File: config.mk
export PLATFORM = sky130hd
export DESIGN_NAME = branch_target_predictor_flat
export DESIGN_NICKNAME = d
export VERILOG_FILES = /design/src/rtl/branch_target_predictor_if.sv /design/src/rtl/branch_target_predictor.sv /design/src/flat_wrapper.sv
export SDC_FILE = /design/constraint.sdc
export NUM_CORES = 2
export LEC_CHECK = 0
export ABC_AREA = 1
export BUFFER_PORTS_ARGS = -buffer_cell sky130_fd_sc_hd__buf_4
export CORE_MARGIN = 1.5
export CORE_UTILIZATION = 30
export CTS_CLUSTER_SIZE = 40
export DETAILED_ROUTE_END_ITERATION = 10
export PLACE_DENSITY = 0.57
export SLEW_MARGIN = 15
export SYNTH_ARGS = -nofsm -noshare
export SYNTH_HDL_FRONTEND = slang
export SYNTH_SLANG_ARGS = --single-unit
File: constraint.sdc
create_clock -name clk -period 47.3 [get_ports clk]
set_clock_uncertainty 0.1 [all_clocks]
set_input_delay 2.365 -clock clk [delete_from_list [all_inputs] [get_ports clk]]
set_output_delay 2.365 -clock clk [all_outputs]
set_load 0.01 [all_outputs]
File: src/rtl/branch_target_predictor_if.sv
// Fetch/execute-side signal bundle for the branch target predictor.
// The master side is the core (lookup and update driver); the slave side is the predictor.
interface branch_target_predictor_if #(
    parameter int N = 32
);
    logic [N-1:0]  lookup_pc;
    logic          pred_hit;
    logic          pred_taken;
    logic [N-1:0]  pred_target;
    logic          upd_valid;
    logic [N-1:0]  upd_pc;
    logic          upd_taken;
    logic [N-1:0]  upd_target;
    logic          upd_mispredict;
    logic          flush;
    logic [31:0]   stat_branches;
    logic [31:0]   stat_mispredicts;

    modport master (
        output lookup_pc, upd_valid, upd_pc, upd_taken, upd_target, upd_mispredict, flush,
        input  pred_hit, pred_taken, pred_target, stat_branches, stat_mispredicts
    );

    modport slave (
        input  lookup_pc, upd_valid, upd_pc, upd_taken, upd_target, upd_mispredict, flush,
        output pred_hit, pred_taken, pred_target, stat_branches, stat_mispredicts
    );
endinterface

File: src/rtl/branch_target_predictor.sv
// Direct-mapped saturating-counter direction predictor with a tagged BTB.
// Lookup is combinational from table state; resolved branches update one per cycle.
module branch_target_predictor #(
    parameter int N  = 32,
    parameter int M  = 16,
    parameter int CW = 2
) (
    input  logic                       clk,
    input  logic                       rst,
    branch_target_predictor_if.slave   bus
);
    localparam int IW = $clog2(M);
    localparam int TW = N - 2 - IW;
    localparam logic [CW-1:0] CTR_MAX  = {CW{1'b1}};
    localparam logic [CW-1:0] CTR_WEAK = CW'(1 << (CW - 1));

    logic            valid_q  [M];
    logic            valid_d  [M];
    logic [TW-1:0]   tag_q    [M];
    logic [TW-1:0]   tag_d    [M];
    logic [N-1:0]    target_q [M];
    logic [N-1:0]    target_d [M];
    logic [CW-1:0]   ctr_q    [M];
    logic [CW-1:0]   ctr_d    [M];
    logic [31:0]     stat_branches_q, stat_branches_d;
    logic [31:0]     stat_mispredicts_q, stat_mispredicts_d;

    logic [IW-1:0]   lk_idx, up_idx;
    logic [TW-1:0]   lk_tag, up_tag;
    logic            lk_hit, up_hit;

    // Instruction alignment bits never participate in indexing or tagging.
    logic unused_pc_lsbs;
    assign unused_pc_lsbs = ^{bus.lookup_pc[1:0], bus.upd_pc[1:0]};

    assign lk_idx = bus.lookup_pc[IW+1:2];
    assign lk_tag = bus.lookup_pc[N-1:IW+2];
    assign up_idx = bus.upd_pc[IW+1:2];
    assign up_tag = bus.upd_pc[N-1:IW+2];

    assign lk_hit = valid_q[lk_idx] && (tag_q[lk_idx] == lk_tag);
    assign up_hit = valid_q[up_idx] && (tag_q[up_idx] == up_tag);

    assign bus.pred_hit         = lk_hit;
    assign bus.pred_taken       = lk_hit & ctr_q[lk_idx][CW-1];
    assign bus.pred_target      = lk_hit ? target_q[lk_idx] : '0;
    assign bus.stat_branches    = stat_branches_q;
    assign bus.stat_mispredicts = stat_mispredicts_q;

    always_comb begin
        valid_d  = valid_q;
        tag_d    = tag_q;
        target_d = target_q;
        ctr_d    = ctr_q;
        if (bus.flush) begin
            for (int i = 0; i < M; i++) begin
                valid_d[i] = 1'b0;
                ctr_d[i]   = CTR_MAX;
            end
        end else if (bus.upd_valid) begin
            if (up_hit) begin
                if (bus.upd_taken) begin
                    target_d[up_idx] = bus.upd_target;
                    if (ctr_q[up_idx] != CTR_MAX)
                        ctr_d[up_idx] = ctr_q[up_idx] + CW'(1);
                end else if (ctr_q[up_idx] != '0) begin
                    ctr_d[up_idx] = ctr_q[up_idx] - CW'(1);
                end
            end else if (bus.upd_taken) begin
                valid_d[up_idx]  = 1'b1;
                tag_d[up_idx]    = up_tag;
                target_d[up_idx] = bus.upd_target;
                ctr_d[up_idx]    = CTR_WEAK;
            end
        end
    end

    // Statistics ignore flush and stick at all-ones instead of wrapping.
    always_comb begin
        stat_branches_d    = stat_branches_q;
        stat_mispredicts_d = stat_mispredicts_q;
        if (bus.upd_valid && (stat_branches_q != 32'hFFFF_FFFF))
            stat_branches_d = stat_branches_q + 32'd1;
        if (bus.upd_valid && bus.upd_mispredict && (stat_mispredicts_q != 32'hFFFF_FFFF))
            stat_mispredicts_d = stat_mispredicts_q + 32'd1;
    end

    always_ff @(posedge clk or posedge rst) begin
        if (rst) begin
            for (int i = 0; i < M; i++) begin
                valid_q[i]  <= 1'b0;
                tag_q[i]    <= '0;
                target_q[i] <= '0;
                ctr_q[i]    <= CTR_MAX;
            end
            stat_branches_q    <= '0;
            stat_mispredicts_q <= '0;
        end else begin
            valid_q            <= valid_d;
            tag_q              <= tag_d;
            target_q           <= target_d;
            ctr_q              <= ctr_d;
            stat_branches_q    <= stat_branches_d;
            stat_mispredicts_q <= stat_mispredicts_d;
        end
    end
endmodule

File: src/flat_wrapper.sv
// flat-port wrapper written by rule: the top's interface ports become plain ports
module branch_target_predictor_flat 
#(
    parameter int N  = 32,
    parameter int M  = 16,
    parameter int CW = 2
)
  (clk, rst, bus_lookup_pc, bus_upd_valid, bus_upd_pc, bus_upd_taken, bus_upd_target, bus_upd_mispredict, bus_flush, bus_pred_hit, bus_pred_taken, bus_pred_target, bus_stat_branches, bus_stat_mispredicts);
  branch_target_predictor_if #(.N(N)) bus_i ();
  input  logic clk;
  input  logic rst;
  input wire logic [$bits(bus_i.lookup_pc)-1:0] bus_lookup_pc;
  input wire logic [$bits(bus_i.upd_valid)-1:0] bus_upd_valid;
  input wire logic [$bits(bus_i.upd_pc)-1:0] bus_upd_pc;
  input wire logic [$bits(bus_i.upd_taken)-1:0] bus_upd_taken;
  input wire logic [$bits(bus_i.upd_target)-1:0] bus_upd_target;
  input wire logic [$bits(bus_i.upd_mispredict)-1:0] bus_upd_mispredict;
  input wire logic [$bits(bus_i.flush)-1:0] bus_flush;
  output wire logic [$bits(bus_i.pred_hit)-1:0] bus_pred_hit;
  output wire logic [$bits(bus_i.pred_taken)-1:0] bus_pred_taken;
  output wire logic [$bits(bus_i.pred_target)-1:0] bus_pred_target;
  output wire logic [$bits(bus_i.stat_branches)-1:0] bus_stat_branches;
  output wire logic [$bits(bus_i.stat_mispredicts)-1:0] bus_stat_mispredicts;
  assign bus_i.lookup_pc = bus_lookup_pc;
  assign bus_i.upd_valid = bus_upd_valid;
  assign bus_i.upd_pc = bus_upd_pc;
  assign bus_i.upd_taken = bus_upd_taken;
  assign bus_i.upd_target = bus_upd_target;
  assign bus_i.upd_mispredict = bus_upd_mispredict;
  assign bus_i.flush = bus_flush;
  assign bus_pred_hit = bus_i.pred_hit;
  assign bus_pred_taken = bus_i.pred_taken;
  assign bus_pred_target = bus_i.pred_target;
  assign bus_stat_branches = bus_i.stat_branches;
  assign bus_stat_mispredicts = bus_i.stat_mispredicts;
  branch_target_predictor #(.N(N), .M(M), .CW(CW)) u_core (.clk(clk), .rst(rst), .bus(bus_i));
endmodule
# Word-level counts from Yosys, hierarchy flattened
# Cells that the tools add are included.
# totals
out_inout_bits	98
in_bits	102
ff_bits	1040
wordCells	149
# classes
n_bitwise	9
reduce_logical	15
n_eq_ne	7
muxes	45
addsub	4
n_lt_le_gt_ge	3
# op_table
operator	count
$bwmux 512	1
$bwmux 416	1
$mux 32	11
$bmux 26 s4	2
$mux 26	5
$bmux 32 s4	1
$demux 32 s4	1
$demux 26 s4	1
$add 32x1->32 const B	2
$bwmux 32	2
$mux 16	4
$ne 32x32->1 const B	2
$eq 26x26->1	2
$or 16x16->16	2
$and 16x16->16	1
$bmux 2 s4	2
$not 16->16	1
$ge 5x5->1 const B	2
$mux 2	5
$not 4->5	2
$bmux 1 s4	2
$demux 2 s4	1
$reduce_and 4->1	2
$logic_and 1x1->1	6
other kinds (12)	22

# Depth between registers and ports, before layout
# depth
depth_word	11
ltp_mapped	23
mapped_depth_nobuf	21

# Worst setup path after synthesis
# Ideal clock, no wire load.
# synth_path
path_type	in2out
startpoint	in bus_lookup_pc[2]
endpoint	out bus_pred_target[12]
arrival_time_ps	4645
path_slack_ps	40190
path_stages	11
path_buffers	7
path_cell_list	clkbuf_1 -> clkbuf_1 -> buf_2 -> buf_2 -> buf_2 -> buf_2 -> buf_1 -> nand2_1 -> a221oi_1 -> o22ai_1 -> nor3_1
# synth_between
elab_chain_len	7
word_cells_on_any_way	13
classes_between	1 x eq/ne; 10 x mux; 1 x bitwise; 1 x reduce/logical
# synth_lines
item	line_no	rtl
start, declared	flat_wrapper.sv:12	input wire logic [$bits(bus_i.lookup_pc)-1:0] bus_lookup_pc;
$not 4->5 (implied by the code) (*)	branch_target_predictor.sv:41, branch_target_predictor.sv:46	
$bmux 26 s4	branch_target_predictor.sv:41	assign lk_hit = valid_q[lk_idx] && (tag_q[lk_idx] == lk_tag);
$mux 26 (implied by the code) (2 in series)	branch_target_predictor.sv:41	
$eq 26x26->1	branch_target_predictor.sv:41	
$logic_and 1x1->1	branch_target_predictor.sv:41	
$mux 32 (*)	branch_target_predictor.sv:46	assign bus.pred_target = lk_hit ? target_q[lk_idx] : '0;
end, declared	flat_wrapper.sv:21	output wire logic [$bits(bus_i.pred_target)-1:0] bus_pred_target;
# Every way passes the cells marked *; elsewhere a longest branch is shown, timed or not. The select of a mux whose other input is x is not followed.

# Worst setup path after layout
# layout_path
startpoint	in bus_lookup_pc[2]
endpoint	out bus_pred_target[18]
# Same word-level chain as after synthesis.

==> results.py <==
metrics = {
    "die": {
        "initial_core_util_pct": 30.2,
        "die_y_um": 427,
        "die_area_mm2": 0.182,
        "core-area_mm2": 0.178,
        "rows": 155,
        "top_level_ports": 200,
        "chipWidth_um": 427,
    },
    "place": {
        "dpl_cell_area_mm2": 0.0569,
        "numPortBuffers": 195,
        "hpwl_um": 103000,
        "gp_congestion": 0.840,
    },
    "timing": {
        "slew_headroom_pct": 21.1,
        "finalSetupViolCount": 0,
        "tightest_slew_ns": 1.18,
        "rsz0062_at_grt": "no",
        "period_share_pct": 22.0,
        "fmax_mhz": 96.0,
        "slew_violations": 0,
        "final-hold-violation-count": 0,
        "fin_crit_ns": 10.41,
        "hold_ws_ns": 0.384,
        "tns_ns": 0,
    },
    "critical_path": {
        "crit_path_cell_trace": "buf_8 -> inv_8 -> buf_4 -> buf_4 -> o21ai_0 -> o221ai_1 -> nand3_1 -> nand2_1 -> o22ai_1 -> nor2_1 -> nand2_1 -> nor2_1 -> nand2_2 -> buf_4 -> nor3_1 -> buf_4",
        "reg2reg_to": "u_core.tag_q[393]",
        "r2r_cells": 18,
        "path_max_fanout": 128,
        "startpoint_type": "primary input",
        "crit_slowest_cell": "buf_4",
        "cp.required_ns": 44.84,
        "crit_type": "in -> out",
        "cp_data_arrival_time_ns": 7.95,
        "path_common_cell": "buf_4",
        "rr_startpoint": "u_core.tag_q[410]",
        "cp_slowest_stage_delay_ns": 0.97,
        "endpoint_kind": "output port",
        "rrSetupSlack_ns": 42.73,
    },
    "yosys": {
        "synth_top_area_share_pct": 46.8,
        "synthXorXnorAreaFrac_pct": 1.11,
        "synth_edf_count": 0,
        "syn-num-nets": 7431,
        "postSynthCellCount": 7325,
        "muxShareOfSynthArea_pct": 0.0372,
        "synth-seq-cells": 1040,
        "syn_avg_cell_area_um2": 7.35,
        "ys.flop_type": "dfrtp_1",
        "postSynth.asyncResetShare_pct": 100,
        "synth_area_leader_cell": "dfrtp_1",
        "synthesis.area_mm2": 0.0538,
        "synth.distinct_cells": 37,
        "ys_seq_area_share_pct": 48.4,
        "synth_compound_area_share_pct": 20.5,
        "synthTopCellsByArea": "dfrtp_1 47%, nand2_1 16%, o21ai_0 14%",
        "synth_top_family_by_area": "simple AND/OR/NAND/NOR gates",
        "synth_simple_gate_area_share_pct": 22.3,
        "synth_adder_area_share_pct": 0.0930,
        "ys.warnings.count": 0,
    },
    "power_and_ir_drop": {
        "power_switching_share_pct": 29.8,
        "power_density_mw_per_mm2": 40.3,
        "p_int_uw": 1720,
        "max-vdd-ir-drop_v": 0.0000363,
        "clock_power_share_pct": 39.4,
        "seqPwrFrac_pct": 44.7,
        "power.leakage_uw": 0.0285,
        "p_comb_share_pct": 15.9,
        "switchingPower_uw": 733,
    },
    "finish": {
        "syn_to_final_growth_pct": 13.2,
        "nets": 7280,
        "layout_common_cells": "2276 x nand2_1, 1477 x o21ai_0, 1008 x dfrtp_1",
        "final_common_cell": "nand2_1",
        "utilization_pct": 34.2,
        "fin_area_mm2": 0.0610,
        "drive_above_1_share_pct": 7.59,
    },
    "routing": {
        "drc": 0,
        "drtAntennaViolNets": 0,
        "dr_total_vias": 50100,
        "viasPerCell": 5.20,
        "wl_met3_um": 15900,
        "highest_layer": "met5",
        "dr.pass1.iters": 6,
        "wl_met1_um": 83300,
        "drt_iter0_drc": 5730,
        "wl_met2_um": 85700,
        "routedWlPerCell_um": 19.8,
        "drt-total-wl_um": 191000,
    },
    "global_route": {
        "grt_max_degree": 164,
        "grt_pass1_wl_um": 291000,
        "gr-total-overflow": 0,
        "antenna_found_initial": 9,
        "grt_usage_pct": 20.6,
        "grt_pass1_vias": 46700,
    },
    "cts": {
        "cts_tree": "done",
        "cts_hold_buf": 0,
        "ctsLongestPathBuffers": 3,
        "h-tree-depth": 3,
        "clk_pin_slew_ns": 0.06,
        "cts_sinks": 1040,
        "clock_latency_ns": 0.82,
        "post_cts_resize_count": 0,
        "numCtsBuffers": 118,
        "post_cts_buffers": 0,
        "cts-root-buf": "clkbuf_16",
    },
    "min_path": {
        "hp-class": "reg -> reg",
        "holdPathStages": 2,
        "hp-start": "u_core.target_q[2]",
        "min_to": "u_core.target_q[2]",
    },
    "job": {
        "maxCapViolations": 0,
    },
    "run_status": {
        "status": "complete, no violations",
    },
}
-- sequential cells by signal, indices dropped and copies added, names as in the netlist --
register                     flops
u_core.target_q                512
u_core.tag_q                   416
u_core.bus.stat_branches        32
u_core.bus.stat_mispredicts     32
u_core.ctr_q                    32
u_core.valid_q                  16
-- power by group through the flow --
stage	Sequential [µW]	Combinational, µW	Clock [µW]
5_1_grt	1110	448	1020
4_1_cts	1100	391	990
2_1_floorplan	1100	277	0
6_report	1100	391	967
3_5_place_dp	1110	389	0
3_3_place_gp	1110	381	0
-- worst max-delay path by stage --
stage	end	cells after the start	start
2_1_floorplan	u_core.bus.stat_branches[0]	1	rst
3_3_place_gp	bus_pred_target[18]	18	bus_lookup_pc[2]
3_5_place_dp	bus_pred_target[18]	16	bus_lookup_pc[2]
4_1_cts	bus_pred_target[18]	18	bus_lookup_pc[2]
5_1_grt	bus_pred_target[18]	18	bus_lookup_pc[2]
6_report	bus_pred_target[18]	16	bus_lookup_pc[2]
-- cells by family (layout without fill, tap and decap cells) --
family,after synthesis,count (layout)
and+or+nand+nor,3091,3091
AOI/OAI and AO/OA,2081,2081
DFF,1040,1040
buffers and inverters,1039,986
xor gates and xnor gates,68,68
adders and majority gates,4,4
muxes,2,2
other,0,6
-- cell type report --
type	count	area (µm²)
clock buffers	178	3430
multi-input cells	5246	23800
diodes	6	15.0
clock inverters	40	663
flip-flops and latches	1040	26100
inverters	487	1870
repair buffers	281	2160
fillers	18900	117000
well taps	2355	2950
-- worst max-delay path, delay by kind of cell --
family | cells | cell delay, ns
buffers and inverters | 6 | 3.24
AO/OA/AOI/OAI | 3 | 0.54
AND/OR/NAND/NOR | 7 | 1.51
-- layer usage --
layer | global-route usage [%] | up-vias
met5 | 0 | -
met4 | 6.78 | 4
met3 | 3.25 | 334
met2 | 32.5 | 2112
met1 | 28.7 | 24100
li1 | - | 23600
-- Yosys cell counts (2+ instances only) --
master       n
or2_2        2
o211ai_1    48
nand3_1    174
nor3_1      62
mux2i_1      2
nand4_1     22
nor2_2       2
o221ai_1    47
a21oi_1    313
buf_2      120
and2_1       2
nor4_1      10
inv_2       13
ha_1         4
o22ai_1    110
clkbuf_1   383
buf_1       45
dfstp_2     32
a221oi_1    18
inv_1      473
xnor2_1     25
o21bai_1    32
nor2_1     519
nand2_2      7
o21ai_1     31
buf_4        4
nand2_1   2288
nor2_4       3
xor2_1      43
dfrtp_1   1008
o21ai_0   1477
-- metrics by stage --
step                      power, µW  cells  setup slack, ns
after floorplan                1380   7325            15.62
after global placement         1490   9409            36.97
after detailed placement       1500   9409            37.00
after CTS                      2480   9627            36.98
after global routing           2580   9632            36.50
final                          2460   9633            36.89
(Power assumes the default switching activity.)
